**src/rtl/uart_autobaud_pkg.sv**
```systemverilog
// Shared types and constants for the runtime baud detector.
// The calibration character is 0x55, which gives evenly spaced falling edges.
package uart_autobaud_pkg;

  typedef enum logic [2:0] {
    IDLE_WAIT,
    ARMED,
    MEASURE,
    CHECK,
    DRAIN,
    PASS,
    FAIL
  } ab_state_e;

  localparam logic [7:0] CalChar      = 8'h55;
  localparam int         CalBitTimes  = 8;
  localparam int         CalIntervals = CalBitTimes / 2;

  // Divide by 2^shift, rounding half up.
  function automatic logic [31:0] round_prescale(input logic [31:0] t, input int shift);
    return (t + (32'd1 << (shift - 1))) >> shift;
  endfunction

endpackage

```
**src/rtl/uart_autobaud_if.sv**
```systemverilog
// Pin-side and UART-side signals of the baud detector.
// The board or bench drives through master; the detector uses slave.
interface uart_autobaud_if;
  logic        rx_i;
  logic        recal_i;
  logic        rx_o;
  logic [15:0] prescale_o;
  logic        locked_o;
  logic        error_o;

  modport master (
    output rx_i, recal_i,
    input  rx_o, prescale_o, locked_o, error_o
  );

  modport slave (
    input  rx_i, recal_i,
    output rx_o, prescale_o, locked_o, error_o
  );
endinterface

```
**src/rtl/uart_autobaud_sync_ff.sv**
```systemverilog
// Multi-flop synchroniser for asynchronous inputs.
// Stage 0 samples the pin; the last stage is the output.
module sync_ff #(
  parameter int               Stages   = 2,
  parameter int               Width    = 1,
  parameter logic [Width-1:0] ResetVal = '0
) (
  input  logic             clk_i,
  input  logic             reset_ni,
  input  logic [Width-1:0] d_i,
  output logic [Width-1:0] q_o
);

  logic [Stages-1:0][Width-1:0] stage_q, stage_d;

  always_comb begin
    stage_d = {stage_q[Stages-2:0], d_i};
  end

  always_ff @(posedge clk_i) begin
    if (!reset_ni) begin
      stage_q <= {Stages{ResetVal}};
    end else begin
      stage_q <= stage_d;
    end
  end

  assign q_o = stage_q[Stages-1];

endmodule

```
**src/rtl/uart_autobaud.sv**
```systemverilog
// Runtime baud detector: measures a 0x55 calibration character and drives the UART prescale.
// The calibration character is hidden from the UART; later traffic passes through.
module uart_autobaud
  import uart_autobaud_pkg::*;
#(
  parameter int          SyncStages      = 2,
  parameter int          CountWidth      = 20,
  parameter int          OversampleLog2  = 3,
  parameter int          IdleCycles      = 1024,
  parameter logic [15:0] DefaultPrescale = 16'd19
) (
  input  logic           clk_i,
  input  logic           reset_ni,
  uart_autobaud_if.slave bus
);

  localparam int                    IdleW         = (IdleCycles > 1) ? $clog2(IdleCycles) : 1;
  localparam logic [IdleW-1:0]      IdleLast      = IdleW'(IdleCycles - 1);
  localparam logic [CountWidth-1:0] CntMax        = '1;
  localparam int                    PrescaleShift = OversampleLog2 + $clog2(CalBitTimes);

  logic                  rx_s;
  logic                  rx_s_q, rx_s_d;
  ab_state_e             state_q, state_d;
  logic [IdleW-1:0]      idle_cnt_q, idle_cnt_d;
  logic [CountWidth-1:0] cnt_q, cnt_d;
  logic [CountWidth-1:0] last_cnt_q, last_cnt_d;
  logic [CountWidth-1:0] i1_q, i1_d;
  logic [CountWidth-1:0] t_q, t_d;
  logic [1:0]            edge_cnt_q, edge_cnt_d;
  logic [15:0]           prescale_q, prescale_d;
  logic                  locked_q, locked_d;

  logic                  fall, rise;
  logic [CountWidth-1:0] interval, deviation;
  logic [31:0]           p_full;

  sync_ff #(
    .Stages  (SyncStages),
    .Width   (1),
    .ResetVal(1'b1)
  ) u_rx_sync (
    .clk_i   (clk_i),
    .reset_ni(reset_ni),
    .d_i     (bus.rx_i),
    .q_o     (rx_s)
  );

  assign rx_s_d    = rx_s;
  assign fall      = rx_s_q & ~rx_s;
  assign rise      = ~rx_s_q & rx_s;
  assign interval  = cnt_q - last_cnt_q;
  assign deviation = (interval >= i1_q) ? (interval - i1_q) : (i1_q - interval);
  assign p_full    = round_prescale(32'(t_q), PrescaleShift);

  always_comb begin
    state_d    = state_q;
    idle_cnt_d = idle_cnt_q;
    cnt_d      = cnt_q;
    last_cnt_d = last_cnt_q;
    i1_d       = i1_q;
    t_d        = t_q;
    edge_cnt_d = edge_cnt_q;
    prescale_d = prescale_q;
    locked_d   = locked_q;

    unique case (state_q)
      IDLE_WAIT: begin
        if (!rx_s) begin
          idle_cnt_d = '0;
        end else if (idle_cnt_q == IdleLast) begin
          idle_cnt_d = '0;
          state_d    = ARMED;
        end else begin
          idle_cnt_d = idle_cnt_q + IdleW'(1);
        end
      end
      ARMED: begin
        if (fall) begin
          state_d    = MEASURE;
          cnt_d      = CountWidth'(1);
          last_cnt_d = '0;
          edge_cnt_d = '0;
        end
      end
      MEASURE: begin
        // A stuck line or a character with too few edges ends at the counter ceiling.
        if (cnt_q == CntMax) begin
          state_d = FAIL;
        end else begin
          cnt_d = cnt_q + CountWidth'(1);
          if (fall) begin
            last_cnt_d = cnt_q;
            if (edge_cnt_q == 2'd0) begin
              i1_d       = interval;
              edge_cnt_d = 2'd1;
            end else if (deviation > (i1_q >> 2)) begin
              state_d = FAIL;
            end else if (edge_cnt_q == 2'(CalIntervals - 1)) begin
              t_d     = cnt_q;
              state_d = CHECK;
            end else begin
              edge_cnt_d = edge_cnt_q + 2'd1;
            end
          end
        end
      end
      CHECK: begin
        if (p_full == 32'd0 || p_full > 32'h0000_FFFF) begin
          state_d = FAIL;
        end else begin
          prescale_d = p_full[15:0];
          locked_d   = 1'b1;
          state_d    = DRAIN;
        end
      end
      DRAIN: begin
        if (rise) state_d = PASS;
      end
      PASS: begin
        state_d = PASS;
      end
      FAIL: begin
        locked_d   = 1'b0;
        idle_cnt_d = '0;
        state_d    = IDLE_WAIT;
      end
      default: begin
        state_d = IDLE_WAIT;
      end
    endcase

    // Recalibration wins over any edge or completion seen in the same cycle.
    if (bus.recal_i) begin
      state_d    = IDLE_WAIT;
      locked_d   = 1'b0;
      idle_cnt_d = '0;
    end
  end

  always_ff @(posedge clk_i) begin
    if (!reset_ni) begin
      rx_s_q     <= 1'b1;
      state_q    <= IDLE_WAIT;
      idle_cnt_q <= '0;
      cnt_q      <= '0;
      last_cnt_q <= '0;
      i1_q       <= '0;
      t_q        <= '0;
      edge_cnt_q <= '0;
      prescale_q <= DefaultPrescale;
      locked_q   <= 1'b0;
    end else begin
      rx_s_q     <= rx_s_d;
      state_q    <= state_d;
      idle_cnt_q <= idle_cnt_d;
      cnt_q      <= cnt_d;
      last_cnt_q <= last_cnt_d;
      i1_q       <= i1_d;
      t_q        <= t_d;
      edge_cnt_q <= edge_cnt_d;
      prescale_q <= prescale_d;
      locked_q   <= locked_d;
    end
  end

  assign bus.rx_o       = (state_q == PASS) ? rx_s : 1'b1;
  assign bus.prescale_o = prescale_q;
  assign bus.locked_o   = locked_q;
  assign bus.error_o    = (state_q == FAIL);

endmodule

```
**src/flat_wrapper.sv**
```systemverilog
// flat-port wrapper written by rule: the top's interface ports become plain ports
module uart_autobaud_flat import uart_autobaud_pkg::*;
#(
  parameter int          SyncStages      = 2,
  parameter int          CountWidth      = 20,
  parameter int          OversampleLog2  = 3,
  parameter int          IdleCycles      = 1024,
  parameter logic [15:0] DefaultPrescale = 16'd19
)
  (clk_i, reset_ni, bus_rx_i, bus_recal_i, bus_rx_o, bus_prescale_o, bus_locked_o, bus_error_o);
  uart_autobaud_if bus_i ();
  input  logic clk_i;
  input  logic reset_ni;
  input wire logic [$bits(bus_i.rx_i)-1:0] bus_rx_i;
  input wire logic [$bits(bus_i.recal_i)-1:0] bus_recal_i;
  output wire logic [$bits(bus_i.rx_o)-1:0] bus_rx_o;
  output wire logic [$bits(bus_i.prescale_o)-1:0] bus_prescale_o;
  output wire logic [$bits(bus_i.locked_o)-1:0] bus_locked_o;
  output wire logic [$bits(bus_i.error_o)-1:0] bus_error_o;
  assign bus_i.rx_i = bus_rx_i;
  assign bus_i.recal_i = bus_recal_i;
  assign bus_rx_o = bus_i.rx_o;
  assign bus_prescale_o = bus_i.prescale_o;
  assign bus_locked_o = bus_i.locked_o;
  assign bus_error_o = bus_i.error_o;
  uart_autobaud #(.SyncStages(SyncStages), .CountWidth(CountWidth), .OversampleLog2(OversampleLog2), .IdleCycles(IdleCycles), .DefaultPrescale(DefaultPrescale)) u_core (.clk_i(clk_i), .reset_ni(reset_ni), .bus(bus_i));
endmodule
```
**config.mk**
```make
export PLATFORM = sky130hd
export DESIGN_NAME = uart_autobaud_flat
export DESIGN_NICKNAME = d
export VERILOG_FILES = /design/src/rtl/uart_autobaud_pkg.sv /design/src/rtl/uart_autobaud_if.sv /design/src/rtl/uart_autobaud_sync_ff.sv /design/src/rtl/uart_autobaud.sv /design/src/flat_wrapper.sv
export SDC_FILE = /design/constraint.sdc
export NUM_CORES = 1
export LEC_CHECK = 0
export BUFFER_PORTS_ARGS = -buffer_cell sky130_fd_sc_hd__buf_2
export CELL_PAD_IN_SITES_DETAIL_PLACEMENT = 0
export CELL_PAD_IN_SITES_GLOBAL_PLACEMENT = 1
export CORE_MARGIN = 10
export CORE_UTILIZATION = 43
export DETAILED_ROUTE_END_ITERATION = 8
export PLACE_DENSITY_LB_ADDON = 0.1
export SETUP_SLACK_MARGIN = 0.2
export SLEW_MARGIN = 0
export SYNTH_ARGS = -nofsm -noshare
export SYNTH_HDL_FRONTEND = slang
export SYNTH_HIERARCHICAL = 1
export SYNTH_SLANG_ARGS = --single-unit
```
**constraint.sdc**
```tcl
create_clock -name clk_i -period 7.02 [get_ports clk_i]
set_input_delay 0.351 -clock clk_i [delete_from_list [all_inputs] [get_ports clk_i]]
set_output_delay 0.351 -clock clk_i [all_outputs]
set_load 0.02 [all_outputs]
```
==> results of run 1 <==
[metal layers]
metal,up-vias,part of all wire,GRT usage
met3,7,0.027,0.0229
met5,-,0,0
li1,3724,-,-
met1,3339,0.53,0.250
met2,79,0.44,0.248
met4,0,0.0030,0.0194
[cell usage in the layout, fill, tap and decap left out, types with 9 or more instances in the layout]
master     synthesis  final
a21boi_0          37     37
a21o_1            20     20
a21oi_1           68     60
a21oi_2            1      9
and2_1            11     11
and3_1            19     19
buf_2              7     21
buf_4              2     47
clkbuf_16          0     10
dfxtp_1          109    107
ha_1              82     79
inv_1             75     74
mux2i_1           31     25
nand2_1          116    115
nand2b_1          12     12
nand3_1           55     53
nand4_1           13     13
nor2_1            76     72
nor2b_1           33     29
nor3_1            14     13
o211a_1           11     11
o21ai_0           45     41
o21ai_1            9     11
xnor2_1           36     36
xor2_1            27     27
[layout make-up]
type / count / area, um2 / area share
clock inverters: 4 / 31.3 / 0.00330
flip-flops and latches: 109 / 2190 / 0.231
well taps: 234 / 293 / 0.0309
repair buffers: 78 / 597 / 0.0630
clock buffers: 12 / 256 / 0.0271
multi-input cells: 819 / 5820 / 0.615
inverters: 76 / 285 / 0.0301
[power groups by stage]
stage	clock network, uW	registers, uW	logic, uW
after detailed placement	0	634	21.1
after global routing	533	620	23.7
after global placement	0	634	21.1
final	498	619	21.1
after CTS	512	620	21.1
after floorplan	0	634	16.6
[timing repair]
action / 4_1_cts / 5_1_grt
setup endpoints to repair: 19 / 19
setup buffers: 9 / 14
pin swaps: 7 / 33
hold buffers: 0 / 0
cloned: 0 / 1
resized for setup: 15 / 63
[cell families (layout without fill, tap and decap cells)]
kind of cell | Yosys count | in the layout | share of synthesized area
and+or+nand+nor | 378 | 378 | 0.222
AOI/OAI and AO/OA | 257 | 257 | 0.206
buffers and inverters | 126 | 170 | 0.0649
DFF | 109 | 109 | 0.265
adders and majority gates | 85 | 85 | 0.132
xor gates and xnor gates | 63 | 63 | 0.0669
muxes | 35 | 35 | 0.0431
other | 1 | 1 | 0.000455
[state kept, by name (all words and copies together) (netlist names), 2 cells and up]
name / count
u_core/idle_cnt_q: 10
u_core/edge_cnt_q: 2
u_core/last_cnt_q: 20
u_core/t_q: 15
u_core/bus.prescale_o: 15
u_core/state_q: 3
u_core/cnt_q: 20
u_core/i1_q: 20
[worst max path at each step]
stage                               from             end  cells past startpoint
floorplan           u_core/last_cnt_q[1]  u_core/t_q[17]                     33
global placement    u_core/last_cnt_q[1]  u_core/t_q[16]                     33
detailed placement  u_core/last_cnt_q[1]  u_core/t_q[15]                     32
CTS                      u_core/cnt_q[0]  u_core/t_q[15]                     33
global route        u_core/last_cnt_q[1]  u_core/t_q[14]                     31
finish              u_core/last_cnt_q[1]  u_core/t_q[14]                     31
[per-stage QoR]
stage          power, uW  utilization
5_1_grt             1180        0.505
2_1_floorplan        651            -
4_1_cts             1150        0.483
3_5_place_dp         655        0.461
3_3_place_gp         655        0.461
6_report            1140        0.505
==> metrics.md, run 1 <==
| Metric | Value |
|---|---|
| Outcome | finished, final reports clean |
| Worst path slowest cell | or4_4 |
| ANT cells | 0 |
| Routability congestion estimate | 0.834 |
| Path depth of the worst reg2reg path | 31 |
| Antenna violations before repair | 0 |
| Maxcap violations | 0 |
| Area Overhead vs Synth | 14.8% |
| Synth cell types | 66 |
| Clock buffer depth | 2 |
| Synth top area share | 0.265 |
| Min-Delay Startpoint | bus_rx_i |
| Vias per std cell | 5.37 |
| Int Power | 889 uW |
| Clock power frac | 0.437 |
| Critical path launch point type | flip-flop |
| Critical Path AT | 6910 ps |
| Via count | 7149 |
| Post-synth design cell area | 8250 um2 |
| ANT nets after route | 0 |
| Non-Filler Instances | 1332 |
| Post-Route WL | 21300 um |
| Power share of the sequential group | 0.544 |
| Fill cells | 1902 |
| Total grt overflow | 0 |
| Htree depth | 3 |
| Fraction of registers with async set/reset | 0 |
| Drt pass-1 iters | 5 |
| Synth Instances | 1054 |
| Hold Crit Depth | 2 |
| Fmax | 150 MHz |
| Largest stage delay, worst path | 440 ps |
| IO buf count | 21 |
| Ys flop type | dfxtp_1 |
| DP Cell Count | 1292 |
| Buffers plus inverters on the worst setup path | 5 |
| Starting Density | 0.439 |
| GRT Total Usage | 0.166 |
| LEAKAGE | 0.00399 uW |
| Worst hold path type | input pin to flip-flop |
| Die Ht | 158 um |
| CTS sink cnt | 109 |
| Reg-to-reg slack, setup | 350 ps |
| Fin worst setup slack | 353 ps |
| CTS tree | done |
| DRC viols | 0 |
| Dominant cells by area after synthesis | dfxtp_1 26%, ha_1 12%, nand2_1 5.3% |
| Sequential-to-total area share from yosys stat | 0.265 |
| Maximum VDD drop | 0.121 mV |
| Synth warn | 6 |
| Pre-CTS setup slack | -315 ps |
| Num rows | 50 |
| WHS | 179 ps |
| CP Class | flip-flop to flip-flop |
| Number of flops mapped to enable cells by yosys | 0 |
| Final Hold Vio Count | 0 |
| Largest delay share family, worst path | compound AO/OA/AOI/OAI gates |
| Count leader, synth | nand2_1 |
| Unrepaired setup endpoints after global routing | true |
| # nets final | 1182 |
| Vias in the first global route | 6651 |
| Reg clk slew, reported paths | 80 ps |
| Pwr Density | 120 nW/um2 |
| DRT iter0 DRCs | 425 |
| Power share of the combinational group | 0.019 |
| Slew HR | 0.302 |
| CP Max Fanout | 8 |
| Reg2reg end | u_core/t_q[14] |
| Wire length per cell | 16.0 um |
| Synth cell count leaders | 116 x nand2_1, 109 x dfxtp_1, 82 x ha_1 |
| Avg Cell Area, Syn | 7.83 um2 |
| Worst setup EP type | flip-flop |
| Final number of setup-violating endpoints | 0 |
| Critical Path RT | 7260 ps |
| Hold worst-path end | u_core/u_rx_sync/stage_d[1] |
| Max Clock Skew | 11.9 ps |
| Synthesis-stage register bit count | 109 |
| DPL Wire Length | 16000 um |
| Die area | 25100 um2 |
| Tmin final | 6670 ps |
| Clock latency on the worst-skew pair | 350 ps |
| Design Area, Final | 9470 um2 |
| Largest net degree at the start of global routing | 82 |
| Share of layout cells above drive strength 1 | 0.148 |
| Num ports | 23 |
| Syn Nets | 1143 |
| Slew @ Worst Pin | 1040 ps |
| First-pass GRT wire length | 34400 um |
| Core area | 18800 um2 |
| Final period util | 0.950 |
| P_sw | 249 uW |
| Clk Tree Root Cell | clkbuf_16 |
| Switching Share | 0.219 |
| CTS Buf Count | 9 |
| Setup tns final | 0 ps |
| Reg2reg start | u_core/last_cnt_q[1] |
| Pins Over Slew Limit | 0 |
| DP Area | 8660 um2 |
| Die width | 158 um |
| Area leader, netlist | dfxtp_1 |
Note: power is estimated with default switching activity, not from simulation.
==> inputs of run 2 (changes only) <==
CORE_UTILIZATION = 48   (was 43)
clock period = 6.6 ns   (was 7.02 ns; I/O delays follow)
==> run 2 against run 1 <==
  * Worst setup slack worse by 250 ps
  * Fmax grew 2.7%
  * Clock power rose by 11%
  * Core utilization is 8.7 points higher
  * Critical path type unchanged
  * Largest cell class unchanged
  * Highest routed layer unchanged
==> metrics.md, run 2 (synthesized netlist as in run 1, its figures left out) <==
| Metric | Value |
|---|---|
| Die area | 22800 um2 |
| Clock buffer depth | 2 |
| Slew HR | 0.321 |
| Largest regs | u_core/cnt_q: 20 flops, u_core/i1_q: 20 flops, u_core/last_cnt_q: 20 flops |
| Vias in the first global route | 6837 |
| First-pass GRT wire length | 34500 um |
| Largest delay share family, worst path | compound AO/OA/AOI/OAI gates |
| Clk Tree Root Cell | clkbuf_16 |
| Reg clk slew, reported paths | 80 ps |
| Largest net degree at the start of global routing | 59 |
| CP Class | flip-flop to flip-flop |
| Core area | 16700 um2 |
| # nets final | 1220 |
| Outcome | finished, final reports clean |
| Worst setup EP type | flip-flop |
| Via count | 7371 |
| Antenna violations before repair | 0 |
| ANT nets after route | 0 |
| Fill cells | 1586 |
| IO buf count | 21 |
| Die Ht | 151 um |
| Largest stage delay, worst path | 440 ps |
| Critical Path RT | 6850 ps |
| Unrepaired setup endpoints after global routing | true |
| Critical path's most frequent cell | ha_1 |
| CTS sink cnt | 109 |
| Fin worst setup slack | 107 ps |
| CTS Buf Count | 9 |
| Share of layout cells above drive strength 1 | 0.195 |
| Reg-to-reg slack, setup | 110 ps |
| Htree depth | 3 |
| Pre-CTS setup slack | -361 ps |
| Critical path launch point type | flip-flop |
| Wire length per cell | 15.4 um |
| WHS | 156 ps |
| Tmin final | 6490 ps |
| DRC viols | 0 |
| Worst path slowest cell | or3_4 |
| DRT iter0 DRCs | 434 |
| Post-Route WL | 20900 um |
| Maximum VDD drop | 0.143 mV |
| GRT Total Usage | 0.182 |
| Final Hold Vio Count | 0 |
| Final period util | 0.984 |
| DPL Wire Length | 15700 um |
| Reg2reg end | u_core/t_q[6] |
| Buffers plus inverters on the worst setup path | 3 |
| Reg2reg start | u_core/last_cnt_q[2] |
| Maxcap violations | 0 |
| Drt pass-1 iters | 5 |
| Commonest non-fill, non-tap cells in the layout | 114 x nand2_1, 106 x dfxtp_1, 84 x buf_4 |
| Commonest non-fill, non-tap cell in the layout | nand2_1 |
| CTS tree | done |
| Hold Crit Depth | 2 |
| Vias per std cell | 5.44 |
| Clock latency on the worst-skew pair | 350 ps |
| LEAKAGE | 0.00423 uW |
| CP Max Fanout | 8 |
| Max Clock Skew | 11.0 ps |
| Num ports | 23 |
| Slew @ Worst Pin | 1010 ps |
| Critical Path AT | 6740 ps |
| Pins Over Slew Limit | 0 |
| Routability congestion estimate | 0.872 |
| Hold_buf cts | 0 |
| Worst hold path type | input pin to flip-flop |
| Total grt overflow | 0 |
| Area Overhead vs Synth | 19.8% |
| Pwr Density | 125 nW/um2 |
| Fmax | 154 MHz |
| ANT cells | 0 |
| Path depth of the worst reg2reg path | 31 |
| Num rows | 47 |
| Final number of setup-violating endpoints | 0 |
| Starting Density | 0.494 |
| Hold worst-path end | u_core/u_rx_sync/stage_d[1] |
| Die width | 151 um |
| Min-Delay Startpoint | bus_rx_i |
-- run 2: changes by cell type in the layout (fill, tap and decap cells not counted), moves of 3 or more --
cell,change
a211oi_2,+3
a21oi_1,-4
a21oi_2,+3
buf_4,+37
nor2_1,-3
o21ai_0,-3
xnor2_1,-6
xnor2_2,+6
-- run 2: worst max path at each step --
stage | slack (ps) | startpoint | cells past startpoint | end
after floorplan | 220 | u_core/last_cnt_q[1] | 34 | u_core/t_q[17]
after global placement | -260 | u_core/last_cnt_q[1] | 31 | u_core/t_q[14]
after detailed placement | -360 | u_core/cnt_q[0] | 32 | u_core/t_q[16]
after CTS | 190 | u_core/cnt_q[0] | 33 | u_core/t_q[12]
after global routing | -170 | u_core/cnt_q[0] | 34 | u_core/t_q[12]
final | 110 | u_core/last_cnt_q[2] | 31 | u_core/t_q[6]
-- run 2: stage by stage --
step,cells,TNS [ps],util,instance area [um2],total power (uW)
CTS,1350,0,0.577,9630,1240
global route,1356,-2240,0.591,9880,1270
floorplan,1054,0,-,8300,692
finish,1356,0,0.591,9880,1230
global placement,1319,-4130,0.537,8970,697
detailed placement,1319,-5910,0.537,8970,697
-- run 2: area by class of cell --
| cell class | count | area (um2) | share of cell area |
|---|---|---|---|
| well taps | 220 | 275 | 0.0279 |
| repair buffers | 116 | 893 | 0.0904 |
| clock buffers | 10 | 229 | 0.0232 |
| multi-input cells | 819 | 5940 | 0.601 |
| flip-flops and latches | 109 | 2190 | 0.221 |
| clock inverters | 6 | 71.3 | 0.00722 |
| inverters | 76 | 285 | 0.0289 |
-- run 2: per-layer routing --
| layer | routed length [um] | GRT usage | up-vias |
|---|---|---|---|
| met3 | 868 | 0.0316 | 12 |
| met5 | 0 | 0 | - |
| met2 | 9040 | 0.274 | 131 |
| li1 | - | - | 3823 |
| met1 | 10800 | 0.267 | 3405 |
| met4 | 178 | 0.0332 | 0 |
-- run 2: report_power, final --
part | leakage, uW | internal (uW) | switching, uW
Clock | 0.000139 | 297 | 253
Combinational | 0.00321 | 8.00 | 14.1
Sequential | 0.000880 | 658 | 0.920
Total | 0.00423 | 964 | 268
-- run 2: what timing repair did --
action / 4_1_cts / 5_1_grt
setup buffers: 14 / 6
cloned: 1 / 0
pin swaps: 20 / 21
setup endpoints to repair: 19 / 19
gates resized for setup: 51 / 43
